### src/rtl/injection_table_port_arbiter.sv
// Slot-table RAM port arbiter: clears the table after reset, then shares
// the port between scheduler lookups (priority) and host config access.
module injection_table_port_arbiter #(
    parameter int ADDR_WIDTH = 10,
    parameter int DATA_WIDTH = 16
) (
    input  logic                  i_clk,
    input  logic                  i_rst,
    input  logic [1:0]            iv_cfg_finish,
    input  logic                  i_cfg_wr,
    input  logic                  i_cfg_rd,
    input  logic [ADDR_WIDTH-1:0] iv_cfg_addr,
    input  logic [DATA_WIDTH-1:0] iv_cfg_wdata,
    output logic [DATA_WIDTH-1:0] ov_cfg_rdata,
    output logic                  o_cfg_rdata_valid,
    output logic                  o_cfg_busy,
    output logic [7:0]            ov_cfg_drop_cnt,
    input  logic                  i_time_slot_switch,
    input  logic [ADDR_WIDTH-1:0] iv_time_slot,
    output logic [DATA_WIDTH-1:0] ov_slot_entry,
    output logic                  o_slot_entry_valid,
    output logic [ADDR_WIDTH-1:0] ov_ram_addr,
    output logic [DATA_WIDTH-1:0] ov_ram_wdata,
    output logic                  o_ram_wr,
    output logic                  o_ram_rd,
    input  logic [DATA_WIDTH-1:0] iv_ram_rdata,
    output logic [1:0]            ov_arb_state
);

    localparam int CNT_W = ADDR_WIDTH + 1;
    localparam logic [CNT_W-1:0] DEPTH = {1'b1, {ADDR_WIDTH{1'b0}}};

    typedef enum logic [1:0] {
        ST_INIT = 2'b00,
        ST_RUN  = 2'b01
    } state_t;

    state_t                state, state_nx;
    logic [CNT_W-1:0]      init_cnt, init_cnt_nx;

    logic                  hold_valid, hold_valid_nx;
    logic                  hold_wr, hold_wr_nx;
    logic [ADDR_WIDTH-1:0] hold_addr, hold_addr_nx;
    logic [DATA_WIDTH-1:0] hold_wdata, hold_wdata_nx;
    logic [7:0]            drop_cnt, drop_cnt_nx;

    logic                  cmd_wr_nx, cmd_rd_nx;
    logic [ADDR_WIDTH-1:0] cmd_addr_nx;
    logic [DATA_WIDTH-1:0] cmd_wdata_nx;

    // tag = {valid read, is lookup}; tag1 lines up with iv_ram_rdata
    logic [1:0]            tag_nx, tag0, tag1;

    logic                  lk_req, cfg_req, load, drop;

    assign lk_req  = i_time_slot_switch && (iv_cfg_finish == 2'b11);
    assign cfg_req = i_cfg_wr || i_cfg_rd;

    assign o_cfg_busy      = hold_valid;
    assign ov_cfg_drop_cnt = drop_cnt;
    assign ov_arb_state    = state;

    // Next-state, grant selection and holding-register decisions
    always_comb begin
        state_nx      = state;
        init_cnt_nx   = init_cnt;
        hold_valid_nx = hold_valid;
        hold_wr_nx    = hold_wr;
        hold_addr_nx  = hold_addr;
        hold_wdata_nx = hold_wdata;
        drop_cnt_nx   = drop_cnt;
        cmd_wr_nx     = 1'b0;
        cmd_rd_nx     = 1'b0;
        cmd_addr_nx   = '0;
        cmd_wdata_nx  = '0;
        tag_nx        = 2'b00;
        load          = 1'b0;
        drop          = 1'b0;

        unique case (state)
            ST_INIT: begin
                if (init_cnt == DEPTH) begin
                    state_nx = ST_RUN;
                end else begin
                    cmd_wr_nx   = 1'b1;
                    cmd_addr_nx = init_cnt[ADDR_WIDTH-1:0];
                    init_cnt_nx = init_cnt + CNT_W'(1);
                end
                if (cfg_req) begin
                    load = !hold_valid;
                    drop = hold_valid;
                end
            end
            ST_RUN: begin
                if (lk_req) begin
                    cmd_rd_nx   = 1'b1;
                    cmd_addr_nx = iv_time_slot;
                    tag_nx      = 2'b11;
                    if (cfg_req) begin
                        load = !hold_valid;
                        drop = hold_valid;
                    end
                end else if (hold_valid) begin
                    cmd_wr_nx     = hold_wr;
                    cmd_rd_nx     = !hold_wr;
                    cmd_addr_nx   = hold_addr;
                    cmd_wdata_nx  = hold_wr ? hold_wdata : '0;
                    tag_nx        = {!hold_wr, 1'b0};
                    hold_valid_nx = 1'b0;
                    load          = cfg_req;
                end else if (cfg_req) begin
                    cmd_wr_nx    = i_cfg_wr;
                    cmd_rd_nx    = !i_cfg_wr;
                    cmd_addr_nx  = iv_cfg_addr;
                    cmd_wdata_nx = i_cfg_wr ? iv_cfg_wdata : '0;
                    tag_nx       = {!i_cfg_wr, 1'b0};
                end
            end
            default: state_nx = ST_INIT;
        endcase

        if (load) begin
            hold_valid_nx = 1'b1;
            hold_wr_nx    = i_cfg_wr;
            hold_addr_nx  = iv_cfg_addr;
            hold_wdata_nx = iv_cfg_wdata;
        end
        if (drop && drop_cnt != 8'hFF) begin
            drop_cnt_nx = drop_cnt + 8'd1;
        end
    end

    // FSM state and clear-address counter
    always_ff @(posedge i_clk or posedge i_rst) begin
        if (i_rst) begin
            state    <= ST_INIT;
            init_cnt <= '0;
        end else begin
            state    <= state_nx;
            init_cnt <= init_cnt_nx;
        end
    end

    // Holding register and drop counter
    always_ff @(posedge i_clk or posedge i_rst) begin
        if (i_rst) begin
            hold_valid <= 1'b0;
            hold_wr    <= 1'b0;
            hold_addr  <= '0;
            hold_wdata <= '0;
            drop_cnt   <= '0;
        end else begin
            hold_valid <= hold_valid_nx;
            hold_wr    <= hold_wr_nx;
            hold_addr  <= hold_addr_nx;
            hold_wdata <= hold_wdata_nx;
            drop_cnt   <= drop_cnt_nx;
        end
    end

    // Registered RAM command and read-tag pipe
    always_ff @(posedge i_clk or posedge i_rst) begin
        if (i_rst) begin
            o_ram_wr     <= 1'b0;
            o_ram_rd     <= 1'b0;
            ov_ram_addr  <= '0;
            ov_ram_wdata <= '0;
            tag0         <= 2'b00;
            tag1         <= 2'b00;
        end else begin
            o_ram_wr     <= cmd_wr_nx;
            o_ram_rd     <= cmd_rd_nx;
            ov_ram_addr  <= cmd_addr_nx;
            ov_ram_wdata <= cmd_wdata_nx;
            tag0         <= tag_nx;
            tag1         <= tag0;
        end
    end

    // Steer returning read data to the lookup or config response
    always_ff @(posedge i_clk or posedge i_rst) begin
        if (i_rst) begin
            ov_slot_entry      <= '0;
            o_slot_entry_valid <= 1'b0;
            ov_cfg_rdata       <= '0;
            o_cfg_rdata_valid  <= 1'b0;
        end else begin
            o_slot_entry_valid <= tag1[1] && tag1[0];
            o_cfg_rdata_valid  <= tag1[1] && !tag1[0];
            if (tag1[1] && tag1[0]) begin
                ov_slot_entry <= iv_ram_rdata;
            end
            if (tag1[1] && !tag1[0]) begin
                ov_cfg_rdata <= iv_ram_rdata;
            end
        end
    end

endmodule
### config.mk
export PLATFORM = sky130hd
export DESIGN_NAME = injection_table_port_arbiter
export DESIGN_NICKNAME = d
export VERILOG_FILES = /design/src/rtl/injection_table_port_arbiter.sv
export SDC_FILE = /design/constraint.sdc
export NUM_CORES = 1
export LEC_CHECK = 0
export CAP_MARGIN = 5
export CORE_ASPECT_RATIO = 1.5
export CORE_MARGIN = 2
export CORE_UTILIZATION = 35
export CTS_CLUSTER_DIAMETER = 120
export DETAILED_ROUTE_END_ITERATION = 6
export GPL_TIMING_DRIVEN = 1
export HOLD_SLACK_MARGIN = 0.08
export PLACE_DENSITY = 0.7
export SKIP_LAST_GASP = 1
export SLEW_MARGIN = 20
export SYNTH_ARGS = -nofsm -noshare
export SYNTH_HDL_FRONTEND = slang
export SYNTH_SLANG_ARGS = --single-unit
### constraint.sdc
create_clock -name i_clk -period 4.4 [get_ports i_clk]
set_input_delay 0.66 -clock i_clk [delete_from_list [all_inputs] [get_ports i_clk]]
set_output_delay 0.66 -clock i_clk [all_outputs]
set_load 0.05 [all_outputs]
==> flow_summary.json, run 1 <==
{
  "ir_worst_vdd_v": 0.000255,
  "grt-busiest-layer": "met2",
  "pre_cts_slack_ns": 1.36,
  "core_area_um2": 13100,
  "power_frac_comb": 0.163,
  "clock_skew_ns": 0.00771,
  "use_met3": 0.0445,
  "insertion_delay_ns": 0.40,
  "hold_violations": 0,
  "placed_cell_area_um2": 6130,
  "dr.pass1.iters": 5,
  "p_sw_frac": 0.261,
  "ant_nets": 0,
  "htreeDepth": 4,
  "crit_path_end_kind": "output pin",
  "worstSetupStartpointType": "flip-flop",
  "pwr-share-clk": 0.451,
  "die_h_um": 146,
  "design_area_um2": 6730,
  "fin_crit_sh": 0.660,
  "initial_core_util": 0.360,
  "crit_path_max_fanout": 15,
  "die_w_um": 98.8,
  "intPower_w": 0.00226,
  "cp_slowest_cell": "clkdlybuf4s50_1",
  "remaining_drc_errors": 0,
  "vias_per_cell": 4.92,
  "required_ns": 3.74,
  "synth-seq-cells": 113,
  "fillers": 1151,
  "syn_area_um2": 4710,
  "powerDensity_nw_per_um2": 455,
  "synth_seq_area_share": 0.600,
  "rows": 51,
  "synth_edf_count": 0,
  "drive_above_1_share": 0.204,
  "path_clk_slew_ns": 0.05,
  "num_io_pins": 132,
  "grt_pass1_wl_mm": 17.8,
  "met2_usage": 0.270,
  "worstSetupPathType": "reg -> out",
  "relSlewSlack": 0.408,
  "holdWs_ns": 0.353,
  "die_area_um2": 14400,
  "drt_iter0_drc": 123,
  "cts_sinks": 113,
  "grt_start_max_net_pins": 58,
  "clockBufferDepth": 2,
  "synth_fp_nets": 413,
  "dp_hpwl_mm": 7.82,
  "synthFlopType": "dfrtp_1",
  "drv_slew": 0,
  "routabilityCongestion": 0.762,
  "run_status": "completed",
  "io_buffers": 130,
  "cts_setup_buffers": 0,
  "antenna-diode-count": 0,
  "syn_to_final_growth_pct": 42.8,
  "holdCritPathClass": "reg -> reg",
  "setup_viol": 0,
  "ctsHoldBuffers": 0,
  "finalNetCount": 549,
  "synth.avg_cell_area_um2": 13.4,
  "fmax_mhz": 344,
  "yosys_warnings": 0,
  "p_switching_w": 0.000799,
  "vias": 3241,
  "yosysTopAreaCellShare": 0.600,
  "worst-path-buf-inv": 2,
  "rsz0062_at_grt": "false",
  "wl_per_cell_um": 16.5,
  "syn_inst": 351,
  "fin_setup_tns_ns": 0,
  "cp_cell_sequence": "buf_4 -> clkdlybuf4s50_1",
  "overflow": 0,
  "critPathTopFamily": "buffers and inverters",
  "antenna_found_initial": 0,
  "async_reset_ff_frac": 1.00,
  "finalCriticalPeriod_ns": 2.90,
  "setup_ws_ns": 1.50,
  "cts-root-buf": "clkbuf_16",
  "maxCapViolations": 0,
  "post-synth-top-count-cell": "dfrtp_1",
  "cpPeakStageDelay_ns": 0.86,
  "grtUsageTotal": 0.157,
  "synthDistinctLibCells": 45,
  "tritoncts": "done",
  "numCtsBuffers": 17,
  "ctsResizeCount": 0,
  "yosysTopAreaCell": "dfrtp_1",
  "arrival_ns": 2.24,
  "p_seq_frac": 0.386,
  "synth_top_cells_by_count": "dfrtp_1, mux2_2, nor2_1",
  "wirelength_mm": 10.9,
  "grtUsageMet1": 0.188,
  "synth_area_leaders": "dfrtp_1, mux2_2, mux2_4",
  "p_leak_nw": 2.96,
  "fin_util": 0.515,
  "grt_pass1_vias": 3521,
  "worstMarginPinSlew_ns": 0.889
}
## power by group through the flow
stage,clock network (W),logic [W],registers [W]
2_1_floorplan,0,0.000149,0.00136
3_3_place_gp,0,0.000494,0.00120
3_5_place_dp,0,0.000504,0.00120
4_1_cts,0.00141,0.000505,0.00118
5_1_grt,0.00147,0.000529,0.00119
6_report,0.00138,0.000498,0.00118
## cells in the final DEF (no fill, tap or decap), types with 3 or more instances in the layout
master	netlist	layout
a21oi_1	4	4
a22oi_1	19	19
and3_1	3	3
buf_4	1	4
bufinv_16	0	3
clkbuf_16	0	17
clkbuf_8	0	3
clkdlybuf4s50_1	0	130
clkinv_2	0	4
clkinvlp_4	0	3
dfrtp_1	113	113
ha_1	3	3
inv_1	14	13
mux2_2	39	39
mux2_4	21	21
mux2i_1	7	7
nand2_1	13	13
nand3_1	11	11
nor2_1	22	22
nor3_1	5	5
nor4_1	4	4
o21ai_0	4	4
o221ai_1	8	8
xnor2_1	9	9
xor2_1	8	8
## final timing paths
check                      startpoint               end  slack [ns]  cells past startpoint
setup / recovery           o_cfg_busy        o_cfg_busy        1.50                      2
hold / removal                tag0[0]           tag1[0]        0.35                      0
setup reg to reg           o_cfg_busy    hold_wdata[15]        2.04                      4
hold reg to reg               tag0[0]           tag1[0]        0.35                      0
max in group asynchronous       i_rst  ov_slot_entry[1]        2.79                      3
min in group asynchronous       i_rst  ov_cfg_rdata[11]        0.74                      2
## logic make-up (layout without fill, tap and decap cells)
family                     Yosys count  count (layout)  share of synthesized area
AOI/OAI and AO/OA                   42              42                     0.0656
xor gates and xnor gates            17              17                     0.0316
adders and majority gates            3               3                    0.00796
buffers and inverters               31             180                     0.0369
DFF                                113             113                      0.600
muxes                               67              67                      0.175
other                                1               1                   0.000795
and+or+nand+nor                     77              77                     0.0825
## layout make-up
type,instances,area (µm²),area share
clock buffers,22,474,0.0704
clock inverters,10,133,0.0197
inverters,14,55.1,0.00818
multi-input cells,207,1710,0.254
flip-flops and latches,113,2830,0.420
well taps,159,199,0.0295
repair buffers,134,1330,0.198
## routing by layer
metal  routed length [µm]  share of wire  vias to the layer above
met2                 5840           0.54                      108
met3                  517          0.048                       12
met5                    0              0                        -
met4                  119          0.011                        0
li1                     -              -                     1509
met1                 4390           0.40                     1612
## registers in the layout, summed over array words and instances, names as in the netlist
| signal | cells |
|---|---|
| hold_wdata | 16 |
| ov_ram_addr | 10 |
| ov_arb_state | 1 |
| o_ram_rd | 1 |
| ov_ram_wdata | 16 |
| o_slot_entry_valid | 1 |
| hold_addr | 10 |
| o_cfg_busy | 1 |
| tag1 | 2 |
| ov_cfg_drop_cnt | 8 |
| ov_cfg_rdata | 16 |
| ov_slot_entry | 16 |
| tag0 | 1 |
| o_ram_wr | 1 |
| hold_wr | 1 |
| init_cnt | 11 |
| o_cfg_rdata_valid | 1 |
## through the flow
step / power [W] / std cells
2_1_floorplan: 0.00150 / 351
3_3_place_gp: 0.00169 / 627
3_5_place_dp: 0.00170 / 627
4_1_cts: 0.00310 / 659
5_1_grt: 0.00319 / 659
6_report: 0.00306 / 659
Power figures use the tool's default switching activity.
==> inputs of run 2 (changes only) <==
==> constraint.sdc (replaced) <==
create_clock -name i_clk -period 2.8 [get_ports i_clk]
set_input_delay 0.42 -clock i_clk [delete_from_list [all_inputs] [get_ports i_clk]]
set_output_delay 0.42 -clock i_clk [all_outputs]
set_load 0.05 [all_outputs]
==> flow_summary.json, run 2 (synthesis gave the netlist of run 1 again) <==
{
  "grt_pass1_wl_mm": 18.3,
  "ctsHoldBuffers": 0,
  "wl_per_cell_um": 16.6,
  "finalNetCount": 553,
  "initial_core_util": 0.360,
  "worst-path-buf-inv": 1,
  "run_status": "completed",
  "ir_worst_vdd_v": 0.000358,
  "wirelength_mm": 11.0,
  "worstSetupPathType": "reg -> out",
  "fmax_mhz": 414,
  "drv_slew": 0,
  "syn_to_final_growth_pct": 44.7,
  "remaining_drc_errors": 0,
  "hold_violations": 0,
  "die_area_um2": 14400,
  "required_ns": 2.38,
  "clock_skew_ns": 0.00766,
  "rsz0062_at_grt": "false",
  "insertion_delay_ns": 0.40,
  "grtUsageTotal": 0.160,
  "crit_path_end_kind": "output pin",
  "dr.pass1.iters": 4,
  "routabilityCongestion": 0.807,
  "clockBufferDepth": 2,
  "die_h_um": 146,
  "cpPeakStageDelay_ns": 0.95,
  "io_buffers": 130,
  "antenna_found_initial": 0,
  "grt_start_max_net_pins": 114,
  "cts-root-buf": "clkbuf_16",
  "ctsResizeCount": 0,
  "num_io_pins": 132,
  "final_common_cell": "clkdlybuf4s50_1",
  "arrival_ns": 2.00,
  "cts_setup_buffers": 0,
  "p_leak_nw": 2.99,
  "vias": 3309,
  "maxCapViolations": 0,
  "finalCriticalPeriod_ns": 2.42,
  "mostFrequentLayoutCells": "clkdlybuf4s50_1, dfrtp_1, mux2_2",
  "worstSetupStartpointType": "flip-flop",
  "drive_above_1_share": 0.214,
  "overflow": 0,
  "cp_cell_sequence": "clkdlybuf4s50_1",
  "core_area_um2": 13100,
  "cp_slowest_cell": "clkdlybuf4s50_1",
  "numCtsBuffers": 17,
  "ant_nets": 0,
  "vias_per_cell": 4.99,
  "relSlewSlack": 0.421,
  "rows": 51,
  "worstMarginPinSlew_ns": 0.868,
  "grt_pass1_vias": 3573,
  "antenna-diode-count": 0,
  "fin_crit_sh": 0.863,
  "tritoncts": "done",
  "powerDensity_nw_per_um2": 723,
  "crit_path_max_fanout": 14,
  "fin_setup_tns_ns": 0,
  "cts_sinks": 113,
  "path_clk_slew_ns": 0.05,
  "holdCritPathClass": "reg -> reg",
  "holdWs_ns": 0.353,
  "setup_viol": 0,
  "critPathTopFamily": "buffers and inverters",
  "drt_iter0_drc": 79,
  "die_w_um": 98.8,
  "dp_hpwl_mm": 7.59,
  "htreeDepth": 4
}
[run 2: changes by cell type in the layout (fill, tap and decap cells not counted), sizes merged]
cell,before,now
bufinv,3,4
inv,14,13
clkbuf,22,19
clkinvlp,3,6
buf,4,8
[run 2: layer usage]
layer  global-route usage  up-vias  part of all wire
li1                     -     1513                 -
met1                0.198     1690              0.43
met2                0.269       99              0.53
met3               0.0479        7             0.039
met4               0.0500        0            0.0088
met5                    0        -                 0
[run 2: worst register-to-register path, cell delays in order (launching register included)]
cell and delay [ns]:
dfrtp_1 0.64, buf_4 0.35, nor2_2 0.05, buf_4 0.17, o21bai_1 0.51, nand2_1 0.13
[run 2: power breakdown]
part / total (W) / leakage, nW / internal (W) / switching [W]
clock: 0.00229 / 0.297 / 0.00153 / 0.000753
sequential: 0.00186 / 1.41 / 0.00175 / 0.000111
combinational: 0.000784 / 1.29 / 0.000346 / 0.000438
total: 0.00493 / 2.99 / 0.00363 / 0.00130
[run 2: worst paths after layout]
kind / slack [ns] / startpoint / cells after the start / end
max in group asynchronous: 1.79 / i_rst / 3 / ov_ram_wdata[2]
min in group asynchronous: 0.55 / i_rst / 3 / ov_cfg_rdata[13]
hold reg to reg: 0.35 / tag0[0] / 0 / tag1[0]
setup reg to reg: 0.82 / o_cfg_busy / 5 / o_ram_wr
hold / removal: 0.35 / tag0[0] / 0 / tag1[0]
setup / recovery: 0.38 / o_cfg_busy / 1 / o_cfg_busy
[run 2: final cells by class]
cell class	instances	area, µm²
clock buffer	19	453
multi-input combinational	207	1710
tap	159	199
timing repair buffer	138	1390
inverter	14	56.3
sequential	113	2830
clock inverter	13	185
fill	1129	6260
[run 2: stage by stage]
stage / worst slack [ns] / power (W) / cells / instance area [µm²] / utilization
finish: 0.385 / 0.00493 / 663 / 6820 / 0.521
global route: 0.291 / 0.00514 / 663 / 6820 / 0.521
CTS: 0.367 / 0.00499 / 663 / 6820 / 0.521
detailed placement: 0.642 / 0.00268 / 631 / 6180 / 0.473
global placement: 0.668 / 0.00266 / 631 / 6180 / 0.473
floorplan: 0.911 / 0.00236 / 351 / 4720 / -
